--- src/rtl/scv_pkg.sv ---
// scv_pkg: shared constants and types for the SCV ROM loader.
// Latency: n/a (declarations only).
// Backpressure: n/a.
package scv_pkg;

  // Default host download indices.
  localparam logic [7:0] IDX_BOOT_DEF = 8'h00;
  localparam logic [7:0] IDX_CHR_DEF  = 8'h01;
  localparam logic [7:0] IDX_CART_DEF = 8'h02;

  // Byte window sizes of each ROM target.
  localparam logic [24:0] BOOT_WIN = 25'd4096;
  localparam logic [24:0] CHR_WIN  = 25'd1024;
  localparam logic [24:0] CART_WIN = 25'd131072;

  // Cart address-width limits and the value used before any cart is sized.
  localparam logic [4:0] AW_MIN   = 5'd12;
  localparam logic [4:0] AW_MAX   = 5'd17;
  localparam logic [4:0] AW_RESET = 5'd15;

  typedef enum logic [2:0] {
    IDLE   = 3'd0,
    LO     = 3'd1,
    GAP_LO = 3'd2,
    HI     = 3'd3,
    GAP_HI = 3'd4
  } ld_state_t;

endpackage

--- src/rtl/scv_romloader_if.sv ---
// scv_romloader_if: host download stream in, ROMINIT byte-write port out.
// Latency: n/a (wires only).
// Backpressure: DL_WAIT from the loader side throttles DL_WR.
interface scv_romloader_if;
  logic        DL_ACTIVE;
  logic [7:0]  DL_INDEX;
  logic [24:0] DL_ADDR;
  logic [15:0] DL_DATA;
  logic        DL_WR;
  logic        DL_WAIT;
  logic        ROMINIT_SEL_BOOT;
  logic        ROMINIT_SEL_CHR;
  logic        ROMINIT_SEL_CART;
  logic [24:0] ROMINIT_ADDR;
  logic [7:0]  ROMINIT_DATA;
  logic        ROMINIT_VALID;

  modport master (
    output DL_ACTIVE, DL_INDEX, DL_ADDR, DL_DATA, DL_WR,
    input  DL_WAIT, ROMINIT_SEL_BOOT, ROMINIT_SEL_CHR, ROMINIT_SEL_CART,
           ROMINIT_ADDR, ROMINIT_DATA, ROMINIT_VALID
  );

  modport slave (
    input  DL_ACTIVE, DL_INDEX, DL_ADDR, DL_DATA, DL_WR,
    output DL_WAIT, ROMINIT_SEL_BOOT, ROMINIT_SEL_CHR, ROMINIT_SEL_CART,
           ROMINIT_ADDR, ROMINIT_DATA, ROMINIT_VALID
  );
endinterface

--- src/rtl/scv_romloader_aw.sv ---
// scv_romloader_aw: cart ROM address width = ceil(log2(size)) clamped to [AW_MIN, AW_MAX].
// Latency: combinational.
// Backpressure: none.
module scv_romloader_aw
  import scv_pkg::*;
(
  input  logic [16:0] size,
  output logic [4:0]  aw
);

  // A size of 0 stands for the full 2^17 window (max address 0x1FFFF plus one wraps);
  // size-1 then becomes 0x1FFFF, so the bit width of size-1 is the answer in every case.
  logic [16:0] span;
  logic [4:0]  width;

  assign span = size - 17'd1;

  // Bit width of the highest byte address, then clamp.
  always_comb begin
    width = 5'd0;
    for (int i = 0; i < 17; i++) begin
      if (span[i]) width = 5'(i + 1);
    end
    aw = width;
    if (width < AW_MIN) begin
      aw = AW_MIN;
    end else if (width > AW_MAX) begin
      aw = AW_MAX;
    end
  end

endmodule

--- src/rtl/scv_romloader.sv ---
// scv_romloader: serialises host download words into paced ROMINIT byte writes, sizes the cart, holds console reset.
// Latency: low byte strobes the cycle after DL_WR, high byte BYTE_GAP+1 cycles after that.
// Backpressure: DL_WAIT high for 2+2*BYTE_GAP cycles per word; DL_WR seen while busy is ignored.
module scv_romloader
  import scv_pkg::*;
#(
  parameter logic [7:0]  IDX_BOOT    = IDX_BOOT_DEF,
  parameter logic [7:0]  IDX_CHR     = IDX_CHR_DEF,
  parameter logic [7:0]  IDX_CART    = IDX_CART_DEF,
  parameter int unsigned BYTE_GAP    = 1,
  parameter int unsigned HOLD_CYCLES = 16
) (
  input  logic           CLK,
  input  logic           RST,
  scv_romloader_if.slave bus,
  output logic [4:0]     CFG_ROM_AW,
  output logic           CART_LOADED,
  output logic           SYS_RESET
);

  localparam logic [3:0] GAP_LOAD  = (BYTE_GAP == 0) ? 4'd0 : 4'(BYTE_GAP - 1);
  localparam logic [7:0] HOLD_LOAD = 8'(HOLD_CYCLES);

  ld_state_t   state, state_nxt;
  logic        accept;
  logic [3:0]  gap_cnt;

  // Word in flight; only the high byte needs keeping, the low byte leaves on acceptance.
  logic [7:0]  lat_idx;
  logic [24:1] lat_word_addr;
  logic [7:0]  lat_hi;

  logic        sel_boot, sel_chr, sel_cart;
  logic [24:0] rom_addr;
  logic [7:0]  rom_data;
  logic        rom_valid;

  logic [24:0] byte_addr;
  logic [7:0]  byte_idx;
  logic [7:0]  byte_dat;
  logic        byte_go;
  logic        byte_ok;
  logic        cart_strobe;

  logic        dl_active_q;
  logic        dl_rise, dl_fall;
  logic [16:0] cart_max;
  logic [16:0] cart_size;
  logic        cart_seen;
  logic        fin_pend;
  logic [4:0]  aw_calc;
  logic [4:0]  cfg_aw;
  logic        cart_loaded;
  logic [7:0]  hold_cnt;
  logic        busy;

  // Word addresses are always even; the host's bit 0 carries no meaning.
  logic        unused_addr_lsb;
  assign unused_addr_lsb = bus.DL_ADDR[0];

  function automatic logic in_window(input logic [7:0] idx, input logic [24:0] a);
    logic ok;
    ok = 1'b0;
    if (idx == IDX_BOOT)      ok = (a < BOOT_WIN);
    else if (idx == IDX_CHR)  ok = (a < CHR_WIN);
    else if (idx == IDX_CART) ok = (a < CART_WIN);
    return ok;
  endfunction

  // State register.
  always_ff @(posedge CLK) begin
    if (RST) state <= IDLE;
    else     state <= state_nxt;
  end

  // Next state: one word is two byte slots, each followed by an optional gap.
  always_comb begin
    state_nxt = state;
    accept    = 1'b0;
    unique case (state)
      IDLE: begin
        if (bus.DL_WR) begin
          accept    = 1'b1;
          state_nxt = LO;
        end
      end
      LO: begin
        if (BYTE_GAP == 0) state_nxt = HI;
        else               state_nxt = GAP_LO;
      end
      GAP_LO: begin
        if (gap_cnt == 4'd0) state_nxt = HI;
      end
      HI: begin
        if (BYTE_GAP == 0) state_nxt = IDLE;
        else               state_nxt = GAP_HI;
      end
      GAP_HI: begin
        if (gap_cnt == 4'd0) state_nxt = IDLE;
      end
      default: state_nxt = IDLE;
    endcase
  end

  // Gap counter: loaded in each byte slot, counts down through the following gap.
  always_ff @(posedge CLK) begin
    if (RST)                             gap_cnt <= 4'd0;
    else if (state == LO || state == HI) gap_cnt <= GAP_LOAD;
    else if (gap_cnt != 4'd0)            gap_cnt <= gap_cnt - 4'd1;
  end

  // Pick the byte that will be strobed next cycle: the fresh low byte on accept, else the latched high byte.
  always_comb begin
    byte_addr = {lat_word_addr, 1'b1};
    byte_idx  = lat_idx;
    byte_dat  = lat_hi;
    byte_go   = (state_nxt == HI);
    if (accept) begin
      byte_addr = {bus.DL_ADDR[24:1], 1'b0};
      byte_idx  = bus.DL_INDEX;
      byte_dat  = bus.DL_DATA[7:0];
      byte_go   = 1'b1;
    end
    byte_ok = byte_go && in_window(byte_idx, byte_addr);
  end

  assign cart_strobe = byte_ok && (byte_idx == IDX_CART);

  // Word latch, target select and ROMINIT output registers; address/data hold between strobes.
  always_ff @(posedge CLK) begin
    if (RST) begin
      lat_idx       <= 8'd0;
      lat_word_addr <= '0;
      lat_hi        <= 8'd0;
      sel_boot      <= 1'b0;
      sel_chr       <= 1'b0;
      sel_cart      <= 1'b0;
      rom_addr      <= 25'd0;
      rom_data      <= 8'd0;
      rom_valid     <= 1'b0;
    end else begin
      rom_valid <= byte_ok;
      if (byte_ok) begin
        rom_addr <= byte_addr;
        rom_data <= byte_dat;
      end
      if (accept) begin
        lat_idx       <= bus.DL_INDEX;
        lat_word_addr <= bus.DL_ADDR[24:1];
        lat_hi        <= bus.DL_DATA[15:8];
        sel_boot      <= (bus.DL_INDEX == IDX_BOOT);
        sel_chr       <= (bus.DL_INDEX == IDX_CHR);
        sel_cart      <= (bus.DL_INDEX == IDX_CART);
      end
    end
  end

  assign dl_rise   = bus.DL_ACTIVE && !dl_active_q;
  assign dl_fall   = !bus.DL_ACTIVE && dl_active_q;
  assign cart_size = cart_max + 17'd1;

  scv_romloader_aw u_aw (
    .size (cart_size),
    .aw   (aw_calc)
  );

  // Cart sizing: track the highest strobed cart byte; commit once the FSM has drained after DL_ACTIVE falls.
  always_ff @(posedge CLK) begin
    if (RST) begin
      dl_active_q <= 1'b0;
      cart_max    <= 17'd0;
      cart_seen   <= 1'b0;
      fin_pend    <= 1'b0;
      cfg_aw      <= AW_RESET;
      cart_loaded <= 1'b0;
    end else begin
      dl_active_q <= bus.DL_ACTIVE;
      if (dl_rise) begin
        cart_max  <= 17'd0;
        cart_seen <= 1'b0;
        fin_pend  <= 1'b0;
      end
      if (cart_strobe) begin
        cart_seen <= 1'b1;
        if (dl_rise || byte_addr[16:0] > cart_max) cart_max <= byte_addr[16:0];
      end
      if (dl_fall) begin
        fin_pend <= 1'b1;
      end else if (fin_pend && state == IDLE) begin
        fin_pend <= 1'b0;
        if (lat_idx == IDX_CART && cart_seen) begin
          cfg_aw      <= aw_calc;
          cart_loaded <= 1'b1;
        end
      end
    end
  end

  assign busy = bus.DL_ACTIVE || (state != IDLE);

  // Reset hold: reloads while busy, then counts out HOLD_CYCLES idle cycles.
  always_ff @(posedge CLK) begin
    if (RST)                   hold_cnt <= HOLD_LOAD;
    else if (busy)             hold_cnt <= HOLD_LOAD;
    else if (hold_cnt != 8'd0) hold_cnt <= hold_cnt - 8'd1;
  end

  assign SYS_RESET            = busy || (hold_cnt != 8'd0);
  assign CFG_ROM_AW           = cfg_aw;
  assign CART_LOADED          = cart_loaded;
  assign bus.DL_WAIT          = (state != IDLE);
  assign bus.ROMINIT_SEL_BOOT = sel_boot;
  assign bus.ROMINIT_SEL_CHR  = sel_chr;
  assign bus.ROMINIT_SEL_CART = sel_cart;
  assign bus.ROMINIT_ADDR     = rom_addr;
  assign bus.ROMINIT_DATA     = rom_data;
  assign bus.ROMINIT_VALID    = rom_valid;

endmodule

--- src/flat_wrapper.sv ---
// flat-port wrapper written by rule: the top's interface ports become plain ports
module scv_romloader_flat import scv_pkg::*;
#(
  parameter logic [7:0]  IDX_BOOT    = IDX_BOOT_DEF,
  parameter logic [7:0]  IDX_CHR     = IDX_CHR_DEF,
  parameter logic [7:0]  IDX_CART    = IDX_CART_DEF,
  parameter int unsigned BYTE_GAP    = 1,
  parameter int unsigned HOLD_CYCLES = 16
)
  (CLK, RST, CFG_ROM_AW, CART_LOADED, SYS_RESET, bus_DL_ACTIVE, bus_DL_INDEX, bus_DL_ADDR, bus_DL_DATA, bus_DL_WR, bus_DL_WAIT, bus_ROMINIT_SEL_BOOT, bus_ROMINIT_SEL_CHR, bus_ROMINIT_SEL_CART, bus_ROMINIT_ADDR, bus_ROMINIT_DATA, bus_ROMINIT_VALID);
  scv_romloader_if bus_i ();
  input  logic CLK;
  input  logic RST;
  output logic [4:0] CFG_ROM_AW;
  output logic CART_LOADED;
  output logic SYS_RESET;
  input wire logic [$bits(bus_i.DL_ACTIVE)-1:0] bus_DL_ACTIVE;
  input wire logic [$bits(bus_i.DL_INDEX)-1:0] bus_DL_INDEX;
  input wire logic [$bits(bus_i.DL_ADDR)-1:0] bus_DL_ADDR;
  input wire logic [$bits(bus_i.DL_DATA)-1:0] bus_DL_DATA;
  input wire logic [$bits(bus_i.DL_WR)-1:0] bus_DL_WR;
  output wire logic [$bits(bus_i.DL_WAIT)-1:0] bus_DL_WAIT;
  output wire logic [$bits(bus_i.ROMINIT_SEL_BOOT)-1:0] bus_ROMINIT_SEL_BOOT;
  output wire logic [$bits(bus_i.ROMINIT_SEL_CHR)-1:0] bus_ROMINIT_SEL_CHR;
  output wire logic [$bits(bus_i.ROMINIT_SEL_CART)-1:0] bus_ROMINIT_SEL_CART;
  output wire logic [$bits(bus_i.ROMINIT_ADDR)-1:0] bus_ROMINIT_ADDR;
  output wire logic [$bits(bus_i.ROMINIT_DATA)-1:0] bus_ROMINIT_DATA;
  output wire logic [$bits(bus_i.ROMINIT_VALID)-1:0] bus_ROMINIT_VALID;
  assign bus_i.DL_ACTIVE = bus_DL_ACTIVE;
  assign bus_i.DL_INDEX = bus_DL_INDEX;
  assign bus_i.DL_ADDR = bus_DL_ADDR;
  assign bus_i.DL_DATA = bus_DL_DATA;
  assign bus_i.DL_WR = bus_DL_WR;
  assign bus_DL_WAIT = bus_i.DL_WAIT;
  assign bus_ROMINIT_SEL_BOOT = bus_i.ROMINIT_SEL_BOOT;
  assign bus_ROMINIT_SEL_CHR = bus_i.ROMINIT_SEL_CHR;
  assign bus_ROMINIT_SEL_CART = bus_i.ROMINIT_SEL_CART;
  assign bus_ROMINIT_ADDR = bus_i.ROMINIT_ADDR;
  assign bus_ROMINIT_DATA = bus_i.ROMINIT_DATA;
  assign bus_ROMINIT_VALID = bus_i.ROMINIT_VALID;
  scv_romloader #(.IDX_BOOT(IDX_BOOT), .IDX_CHR(IDX_CHR), .IDX_CART(IDX_CART), .BYTE_GAP(BYTE_GAP), .HOLD_CYCLES(HOLD_CYCLES)) u_core (.CLK(CLK), .RST(RST), .bus(bus_i), .CFG_ROM_AW(CFG_ROM_AW), .CART_LOADED(CART_LOADED), .SYS_RESET(SYS_RESET));
endmodule
--- config.mk ---
export PLATFORM = sky130hd
export DESIGN_NAME = scv_romloader_flat
export DESIGN_NICKNAME = d
export VERILOG_FILES = /design/src/rtl/scv_pkg.sv /design/src/rtl/scv_romloader_if.sv /design/src/rtl/scv_romloader_aw.sv /design/src/rtl/scv_romloader.sv /design/src/flat_wrapper.sv
export SDC_FILE = /design/constraint.sdc
export NUM_CORES = 1
export LEC_CHECK = 0
export CELL_PAD_IN_SITES_DETAIL_PLACEMENT = 0
export CELL_PAD_IN_SITES_GLOBAL_PLACEMENT = 1
export CORE_MARGIN = 4
export CORE_UTILIZATION = 39
export CTS_CLUSTER_DIAMETER = 150
export CTS_CLUSTER_SIZE = 30
export DETAILED_ROUTE_END_ITERATION = 8
export PLACE_DENSITY = 0.79
export SKIP_CTS_REPAIR_TIMING = 1
export SLEW_MARGIN = 20
export SYNTH_ARGS = -nofsm -noshare
export SYNTH_HDL_FRONTEND = slang
export SYNTH_SLANG_ARGS = --single-unit
--- constraint.sdc ---
create_clock -name CLK -period 4.9 [get_ports CLK]
set_input_delay 1.225 -clock CLK [delete_from_list [all_inputs] [get_ports CLK]]
set_output_delay 1.225 -clock CLK [all_outputs]
set_load 0.02 [all_outputs]
[Word-level counts from Yosys, hierarchy flattened]
Cells that the tools add are included.
Word-level totals
  flip-flop bits (word level): 118
  logic and storage cells: 102
Operators by class
  add/sub/neg operators: 4
  magnitude comparators: 6
  equality and inequality tests: 10
  multiplexer cells: 39
  bitwise gates (word level): 1
  reduce and logical (&&, ||, !) cells: 24
Operator list (count)
  two-way mux 5 bit: 18
  two-way mux 17 bit: 3
  less-than comparator 25 x 11 -> 1 bit (second input constant): 1
  less-than comparator 25 x 13 -> 1 bit (second input constant): 1
  less-than comparator 25 x 18 -> 1 bit (second input constant): 1
  two-way mux 25 bit: 1
  == test 8 x 2 -> 1 bit (second input constant): 3
  adder 17 x 1 -> 17 bit (second input constant): 1
  > comparator 17 bit: 1
  subtractor 17 x 1 -> 17 bit (second input constant): 1
  == test 8 x 1 -> 1 bit (second input constant): 2
  logical NOT 8 bit: 2
  two-way mux 8 bit: 2
  case mux 3 bit (5 select lines): 1
  two-way mux 1 bit: 11
  == test 3 x 2 -> 1 bit (second input constant): 3
  two-way mux 3 bit: 3
  nonzero test 8 bit: 1
  subtractor 8 x 1 -> 8 bit (second input constant): 1
  logical AND 1 bit: 6
  nonzero test 3 bit: 2
  > comparator 5 bit (second input constant): 1
  less-than comparator 5 x 4 -> 1 bit (second input constant): 1
  logical NOT 4 bit: 1
  other kinds (11): 16

[Longest topological paths before layout]
Gate-level depths: netlist of run 1.
  depth in word-level cells: 22
  gate-level depth with buffers: 16

[By module]
From an unflattened synthesis of run 1, not the netlist that was laid out.
Second synthesis, totals
  cells, all modules: 626
  area, all modules: 5501.5 µm²
Modules (own cells, without submodules)
  scv_romloader: instances 1, cells each 583, area an instance 5175.0 µm²
  scv_romloader_aw: instances 1, cells each 43, area an instance 326.6 µm²

[Worst setup path before layout of run 1]
OpenSTA, ideal clock, no wires.
  path kind: input -> register
  from: input bus_DL_WR
  to: register u_core.cart_max[14]
  setup time: 0.131 ns
  arrival time: 4.216 ns
  slack: 0.553 ns
  stages: 14
  buffers on the path: 4
  cell sequence: or4b_1 buf_2 buf_6 buf_1 mux2i_1 inv_1 ha_1 nand3_1 or2_2 a31oi_1 nor3_1 o311ai_4 buf_2 o22ai_1
Between the ends
  longest elaborated chain between the ends: 10
  elaborated cells between the ends (all ways): 23
  those cells by class: 4 x order compare; 3 x eq/ne; 12 x mux; 4 x reduce/logical
RTL lines
  from (decl): RTL line flat_wrapper.sv:21  | input wire logic [$bits(bus_i.DL_WR)-1:0] bus_DL_WR;
  two-way mux 1 bit *: RTL line scv_romloader.sv:82  | if (bus.DL_WR) begin
  two-way mux 1 bit *: RTL line scv_romloader.sv:80  | unique case (state)
  two-way mux 25 bit *: RTL line scv_romloader.sv:118  | if (accept) begin
  net u_core.byte_addr[11]: RTL line scv_romloader.sv:38  | logic [24:0] byte_addr;
  less-than comparator 25 x 18 -> 1 bit: RTL line scv_romloader.sv:66  | else if (idx == IDX_CART) ok = (a < CART_WIN);
  two-way mux 1 bit: RTL line scv_romloader.sv:66
  two-way mux 1 bit: RTL line scv_romloader.sv:65  | else if (idx == IDX_CHR) ok = (a < CHR_WIN);
  two-way mux 1 bit: RTL line scv_romloader.sv:64  | if (idx == IDX_BOOT) ok = (a < BOOT_WIN);
  logical AND 1 bit: RTL line scv_romloader.sv:124  | byte_ok = byte_go && in_window(byte_idx, byte_addr);
  logical AND 1 bit: RTL line scv_romloader.sv:127  | assign cart_strobe = byte_ok && (byte_idx == IDX_CART);
  two-way mux 17 bit *: RTL line scv_romloader.sv:183  | if (cart_strobe) begin
  to (signal assigned): RTL line scv_romloader.sv:185  | if (dl_rise || byte_addr[16:0] > cart_max) cart_max <= byte_addr[16:0];
  to (decl): RTL line scv_romloader.sv:47  | logic [16:0] cart_max;
The timed path passes the listed nets; every way through them passes the cells marked *.
A chain may end at the register's enable or synchronous reset.

[Worst setup path after layout of run 1]
Same ends and word-level chain as after synthesis.

==> results of run 1 <==
## cells in the mapped netlist (6+ instances only)
master / instances / area [um2]
inv_1: 41 / 154
nor2b_1: 29 / 181
xnor2_1: 8 / 70.1
nand2_1: 70 / 263
clkbuf_1: 18 / 67.6
nor2_1: 47 / 176
mux2_4: 20 / 300
o21ai_0: 7 / 35.0
nand4_1: 7 / 43.8
nor3_1: 6 / 30.0
mux2i_1: 17 / 170
nand3_1: 9 / 45.0
dfxtp_1: 118 / 2360
a21oi_1: 37 / 185
and3_1: 12 / 75.1
o22ai_1: 17 / 106
ha_1: 19 / 238
## layer usage
metal | global-route usage [%] | wire length [um]
met5 | 0 | 0
met4 | 5.60 | 121
met3 | 6.18 | 629
met2 | 26.2 | 5510
met1 | 19.2 | 5300
## per-stage QoR
| step | power (uW) | worst slack [ns] | std cells |
|---|---|---|---|
| after global routing | 2930 | 0.0976 | 843 |
| after detailed placement | 1680 | -0.104 | 813 |
| after floorplan | 1500 | 0.553 | 553 |
| after global placement | 1660 | -0.0598 | 813 |
| final | 2770 | 0.311 | 843 |
| after CTS | 2800 | 0.314 | 843 |
## how the worst min path moves through the flow
stage,from,endpoint,cells after the start
floorplan,u_core.lat_idx[3]$_SDFF_PP0_,u_core.lat_idx[3]$_SDFF_PP0_,2
global placement,u_core.lat_word_addr[23]$_SDFFE_PP0N_,u_core.lat_word_addr[23]$_SDFFE_PP0N_,2
detailed placement,u_core.bus.ROMINIT_SEL_BOOT$_SDFFE_PP0N_,u_core.bus.ROMINIT_SEL_BOOT$_SDFFE_PP0N_,2
CTS,u_core.bus.ROMINIT_SEL_BOOT$_SDFFE_PP0N_,u_core.bus.ROMINIT_SEL_BOOT$_SDFFE_PP0N_,2
global route,u_core.lat_idx[4]$_SDFF_PP0_,u_core.lat_idx[4]$_SDFF_PP0_,2
finish,u_core.lat_idx[7]$_SDFF_PP0_,u_core.lat_idx[7]$_SDFF_PP0_,2
## area by class of cell
class                   count  area [um2]
clock buffers              25         475
clock inverters             5        50.0
fillers                  1219        5900
inverters                  42         158
multi-input cells         364        2440
flip-flops and latches    118        2360
well taps                 172         215
repair buffers            117        1130
## cells by family (layout without fill, tap and decap cells)
logic type	count (synthesis)	after routing	share of synthesized area, %
AO/OA/AOI/OAI	85	85	10.6
XOR/XNOR	10	10	1.71
adder cells (fa/ha/maj)	19	19	4.65
buffers and inverters	71	189	6.02
flip-flops	118	118	46.2
multiplexers	44	44	11.0
AND/OR/NAND/NOR	206	206	19.8
## placed cells by master, fill, tap and decap left out, drive strengths merged, types with 2 or more instances in the layout
master           n
a211oi           3
a21o             3
a21oi           37
a31oi            2
a32oi            2
and3            12
buf             22
clkbuf          25
clkdlybuf4s50   95
clkinv           4
dfxtp          118
ha              19
inv             42
mux2            25
mux2i           19
nand2           70
nand2b           2
nand3            9
nand3b           2
nand4            8
nor2            48
nor2b           29
nor3             6
nor3b            2
nor4             5
o211ai           3
o21ai            9
o22ai           17
o31ai            2
or2              2
or3              5
or4              3
xnor2            8
xor2             2
## registers in the layout (all words and copies together) (netlist names)
signal	count
u_core.CART_LOADED	1
u_core.CFG_ROM_AW	5
u_core.bus.ROMINIT_ADDR	25
u_core.bus.ROMINIT_DATA	8
u_core.bus.ROMINIT_SEL_BOOT	1
u_core.bus.ROMINIT_SEL_CART	1
u_core.bus.ROMINIT_SEL_CHR	1
u_core.bus.ROMINIT_VALID	1
u_core.cart_max	17
u_core.cart_seen	1
u_core.dl_active_q	1
u_core.fin_pend	1
u_core.gap_cnt	4
u_core.hold_cnt	8
u_core.lat_hi	8
u_core.lat_idx	8
u_core.lat_word_addr	24
u_core.state	3
## worst max-delay path: stages
cell and delay, ns:
clkdlybuf4s50_1 0.52, or4b_2 0.66, buf_12 0.24, mux2i_1 0.22, inv_1 0.07, ha_1 0.29, a21o_1 0.16, a221o_1 0.34
a21o_1 0.20, nand2_1 0.06, a311o_1 0.64, o22ai_1 0.19
## power groups by stage
stage / registers [uW] / logic (uW) / clock network [uW]
2_1_floorplan: 1080 / 421 / 0
3_3_place_gp: 1080 / 582 / 0
3_5_place_dp: 1090 / 596 / 0
4_1_cts: 1070 / 600 / 1140
5_1_grt: 1070 / 672 / 1190
6_report: 1070 / 593 / 1110
==> out/results.tsv, run 1 <==
stage	metric	value	unit
synth	Main synth FF type	dfxtp_1	
worst_hold_path	Hold Crit Class	reg2reg	
setup_path	Critical Path Sink	u_core.cart_max[14]$_SDFF_PP0_	
global_routing	vias in the first global route	4097	
power	P_int	2010	uW
setup_path	reg-to-reg critical path endpoint	u_core.cart_max[14]$_SDFF_PP0_	
synth	Avg Cell Area, Syn	9.24	um2
power	total net switching power	759	uW
synth	post-synth net total	625	
clock_tree	CTS tree	yes	
route	vias	4097	
floorplan	die width	122	um
setup_path	critical path required time	5.15	ns
global_routing	pin count of the biggest net entering global routing	50	
place	PortBufs	96	
layout	Antenna Cells	0	
synth	Cells after Synth	553	
layout	Final Net Count	732	
power	power per cell area	406	mW/mm2
layout	fraction of layout cells with a size suffix above 1	12.5	%
timing	Final Cycle Share	93.6	%
setup_path	Max FO, Critical Path	43	
clock_tree	Root Buffer	clkbuf_16	
synth	number of synthesized flops with an enable pin	0	
floorplan	num rows	41	
job	max-cap viol count	0	
clock_tree	clock tree sinks	118	
timing	setup_tns	0	ns
place	placed inst area	0.00630	mm2
power	Clock Power Share	40.1	%
power	worst vdd ir	0.000238	V
setup_path	r2r startpoint	u_core.state[1]$_SDFF_PP0_	
timing	Final Hold Vio Count	0	
timing	Hold WS	0.450	ns
route	ANT nets after route	0	
power	sw frac	27.4	%
clock_tree	CTS clk-pin slew, worst paths	0.05	ns
floorplan	Die Y	122	um
global_routing	initial antenna violation count	0	
clock_tree	CTS H-tree lvls	4	
place	detailed placement HPWL	8270	um
synth	number of distinct library cells after synthesis	51	
power	Sequential Power Share	38.5	%
setup_path	Worst setup EP type	register	
timing	Worst slew margin	42.9	%
synth	sequential fraction of the synthesis area	46.2	%
clock_tree	CTS Buf Count	17	
layout	Final Instance Area	0.00683	mm2
timing	minimum clock period	4.59	ns
route	drt wl/cell	13.7	um
timing	RSZ-0062 raised after global routing	no	
timing	Highest Clock Rate	0.218	GHz
timing	clock skew	0.00617	ns
global_routing	first-pass GRT wire length	18700	um
setup_path	setup slack, reg-to-reg	1.21	ns
clock_tree	Clock Latency Late Sink	0.41	ns
setup_path	CP Launch Type	primary input	
floorplan	I/O pin count	98	
layout	synth-to-layout area growth	33.6	%
synth	register bit count reported by yosys	118	
setup_path	Crit Path Category	in2reg	
route	Routed WL	11600	um
timing	Setup violations, final	0	
global_routing	Overflow after GRT	0	
route	Remaining DRCs	0	
floorplan	core region area	0.0127	mm2
route	Via-to-Cell Ratio	4.86	
place	Final GP Congestion	0.772	
power	Logic pwr share	21.4	%
floorplan	initial core utilization	40.2	%
route	drt first-iter violations	168	
clock_tree	Max clock buf depth	2	
synth	Post-Syn Area	0.00511	mm2
power	leakage power	0.00288	uW
route	Pre-Repair DR Iteration Count	4	
synth	asr flop ratio synth	0	%
floorplan	DIE AREA	0.0150	mm2
setup_path	critical path arrival	4.84	ns
synth	Synthesis Warnings	0	
run_status	status	completed	
setup_path	beginning of the critical path	bus_DL_WR	
timing	Least-Margin Pin Slew	0.856	ns
timing	final max-slew violation count	0	
global_routing	Total GRT Usage	16.0	%
setup_path	Worst R2R Path Depth	11	
layout	final core occ	53.7	%
Note: power is estimated with default switching activity, not from simulation.
==> run 2: changes to the inputs <==
--- a/config.mk
+++ b/config.mk
@@ -14,7 +14,7 @@
 export DETAILED_ROUTE_END_ITERATION = 8
 export PLACE_DENSITY = 0.79
 export SKIP_CTS_REPAIR_TIMING = 1
-export SLEW_MARGIN = 20
+export SLEW_MARGIN = 10
 export SYNTH_ARGS = -nofsm -noshare
 export SYNTH_HDL_FRONTEND = slang
 export SYNTH_SLANG_ARGS = --single-unit
==> results of run 2 <==
Same layout as run 1: the final DEF is identical, and so are final timing and power.
==> run 3: changes to the inputs <==
--- a/config.mk
+++ b/config.mk
@@ -8,13 +8,14 @@
 export CELL_PAD_IN_SITES_DETAIL_PLACEMENT = 0
 export CELL_PAD_IN_SITES_GLOBAL_PLACEMENT = 1
 export CORE_MARGIN = 4
-export CORE_UTILIZATION = 39
+export CORE_UTILIZATION = 40
 export CTS_CLUSTER_DIAMETER = 150
 export CTS_CLUSTER_SIZE = 30
 export DETAILED_ROUTE_END_ITERATION = 8
-export PLACE_DENSITY = 0.79
+export PLACE_DENSITY = 0.81
 export SKIP_CTS_REPAIR_TIMING = 1
 export SLEW_MARGIN = 10
 export SYNTH_ARGS = -nofsm -noshare
 export SYNTH_HDL_FRONTEND = slang
+export SYNTH_HIERARCHICAL = 1
 export SYNTH_SLANG_ARGS = --single-unit
==> constraint.sdc (replaced) <==
create_clock -name CLK -period 5.7 [get_ports CLK]
set_input_delay 1.425 -clock CLK [delete_from_list [all_inputs] [get_ports CLK]]
set_output_delay 1.425 -clock CLK [all_outputs]
set_load 0.02 [all_outputs]
==> run 3 against run 2 <==
First-iteration DRC count increased by 60%. Global-route usage is 1.2 points higher. Wire length increased by 15%. Cell area rose by 4.9%. Hold slack got worse by 0.0043 ns.
==> out/results.tsv, run 3 <==
stage	metric	value	unit
synth	post-synth top area share	42.9	%
place	setup slack at placement	0.348	ns
global_routing	first-pass GRT wire length	22400	um
synth	asr flop ratio synth	0	%
timing	worst setup margin	0.790	ns
clock_tree	CTS tree	yes	
clock_tree	CTS H-tree lvls	4	
synth	post-synth net total	702	
route	ANT nets after route	0	
setup_path	r2r startpoint	u_core/state[1]$_SDFF_PP0_	
route	Pre-Repair DR Iteration Count	6	
synth	Post-synth top cells	dfxtp_1, nand2_1, nor2_1	
timing	Final Hold Vio Count	0	
route	drt wl/cell	14.7	um
layout	final core occ	53.6	%
power	power per cell area	345	mW/mm2
place	detailed placement HPWL	9540	um
floorplan	core region area	0.0133	mm2
timing	Highest Clock Rate	0.204	GHz
synth	Cells after Synth	626	
timing	Final Cycle Share	86.1	%
power	worst vdd ir	0.000183	V
layout	commonest non-fill, non-tap cell in the layout	dfxtp_1	
timing	minimum clock period	4.91	ns
clock_tree	CTS Buf Count	17	
global_routing	Total GRT Usage	17.2	%
job	max-cap viol count	0	
synth	Avg Cell Area, Syn	8.79	um2
floorplan	DIE AREA	0.0157	mm2
global_routing	vias in the first global route	4619	
route	Remaining DRCs	0	
floorplan	num rows	42	
run_status	status	completed	
clock_tree	Root Buffer	clkbuf_16	
global_routing	Overflow after GRT	0	
clock_tree	Clock Latency Late Sink	0.40	ns
layout	fill count	1232	
timing	Setup violations, final	0	
setup_path	reg-to-reg critical path endpoint	u_core/cart_max[7]$_SDFF_PP0_	
timing	final max-slew violation count	0	
route	Routed WL	13300	um
synth	number of synthesized flops with an enable pin	0	
synth	Main synth FF type	dfxtp_1	
synth	cell taking the most area after synthesis	dfxtp_1	
worst_hold_path	hold path cells	2	
timing	setup_tns	0	ns
worst_hold_path	hold endpoint	u_core/CART_LOADED$_SDFFE_PP0P_	
setup_path	CP Launch Type	primary input	
route	vias	4689	
layout	Final Net Count	792	
setup_path	Crit Path Category	in2reg	
setup_path	critical path required time	5.99	ns
worst_hold_path	Hold Crit Class	reg2reg	
global_routing	initial antenna violation count	0	
setup_path	critical path arrival	5.20	ns
synth	Post-Syn Area	0.00550	mm2
layout	most frequent cells in the layout	dfxtp_1, clkdlybuf4s50_1, nand2_1, nor2_1, inv_1	
setup_path	Worst R2R Path Depth	10	
synth	sequential fraction of the synthesis area	42.9	%
clock_tree	Max clock buf depth	2	
global_routing	pin count of the biggest net entering global routing	56	
synth	Synthesis Warnings	6	
floorplan	die width	125	um
timing	Least-Margin Pin Slew	0.995	ns
timing	Worst slew margin	33.6	%
place	Placed Instances	873	
place	PortBufs	96	
setup_path	Worst setup EP type	register	
layout	Cell Count, Final, Fillers Out	905	
layout	synth-to-layout area growth	30.1	%
floorplan	I/O pin count	98	
setup_path	Max FO, Critical Path	28	
synth	register bit count reported by yosys	118	
layout	fraction of layout cells with a size suffix above 1	7.68	%
timing	RSZ-0062 raised after global routing	no	
synth	top post-synthesis cells by area	dfxtp_1, nand2_1, ha_1	
synth	number of distinct library cells after synthesis	64	
setup_path	setup slack, reg-to-reg	1.84	ns
floorplan	Die Y	125	um
timing	Hold WS	0.446	ns
route	drt first-iter violations	268	
timing	clock skew	0.00640	ns
floorplan	initial core utilization	41.2	%
layout	Antenna Cells	0	
route	Via-to-Cell Ratio	5.18	
clock_tree	clock tree sinks	118	
place	Final GP Congestion	0.820	
layout	max FFs per register	25	
power	leakage power	0.00278	uW
worst_hold_path	min-delay src	u_core/CART_LOADED$_SDFFE_PP0P_	
synth	most common cell in the netlist	dfxtp_1	
clock_tree	CTS clk-pin slew, worst paths	0.05	ns
[run 3: worst max-delay path by stage]
stage                   start                             to  cells after the start
floorplan           bus_DL_WR  u_core/cart_max[7]$_SDFF_PP0_                     15
detailed placement  bus_DL_WR  u_core/cart_max[7]$_SDFF_PP0_                     11
global placement    bus_DL_WR  u_core/cart_max[7]$_SDFF_PP0_                     11
finish              bus_DL_WR  u_core/cart_max[7]$_SDFF_PP0_                     11
CTS                 bus_DL_WR  u_core/cart_max[7]$_SDFF_PP0_                     11
global route        bus_DL_WR  u_core/cart_max[8]$_SDFF_PP0_                     11
[run 3: kinds of logic after synthesis]
logic type      synth area share, %
simple gates                   21.8
flops                          42.9
compound gates                 15.0
buf+inv                        6.50
xor+xnor                       3.98
mux                            4.48
fa+ha+maj                      5.23
[run 3: metal layers]
layer	global-route usage, %	routed length (um)	share of wire [%]
met1	20.9	6050	46
met2	29.3	6410	48
met3	5.54	661	5.0
met4	4.97	148	1.1
met5	0	0	0
[run 3: final cells by class]
cell class                 instances  area, um2  area share [%]
tap                              176        220            3.08
sequential                       118       2360            33.0
clock inverter                     7       66.3           0.926
multi-input combinational        427       2790            38.9
clock buffer                      25        526            7.34
inverter                          49        189            2.64
timing repair buffer             103       1010            14.1
[run 3: stage by stage]
| stage | instance area, um2 | power (uW) |
|---|---|---|
| floorplan | 5500 | 1310 |
| global placement | 6570 | 1440 |
| detailed placement | 6570 | 1450 |
| CTS | 7160 | 2500 |
| global route | 7160 | 2610 |
| finish | 7160 | 2470 |
[run 3: power by group]
group          leakage (uW)  switching [uW]  internal, uW
combinational       0.00153             287           222
sequential         0.000959            38.8           888
clock              0.000295             356           678
total               0.00278             682          1790
[run 3: worst max-delay path: stages]
cell and delay, ns:
clkdlybuf4s50_1 0.49, or4b_4 0.71, mux2i_1 0.36, inv_1 0.08, ha_1 0.33, nand4_1 0.16, or4_1 0.54, a2bb2oi_1 0.14
o32ai_1 0.16, and2b_1 0.46, a32o_2 0.33
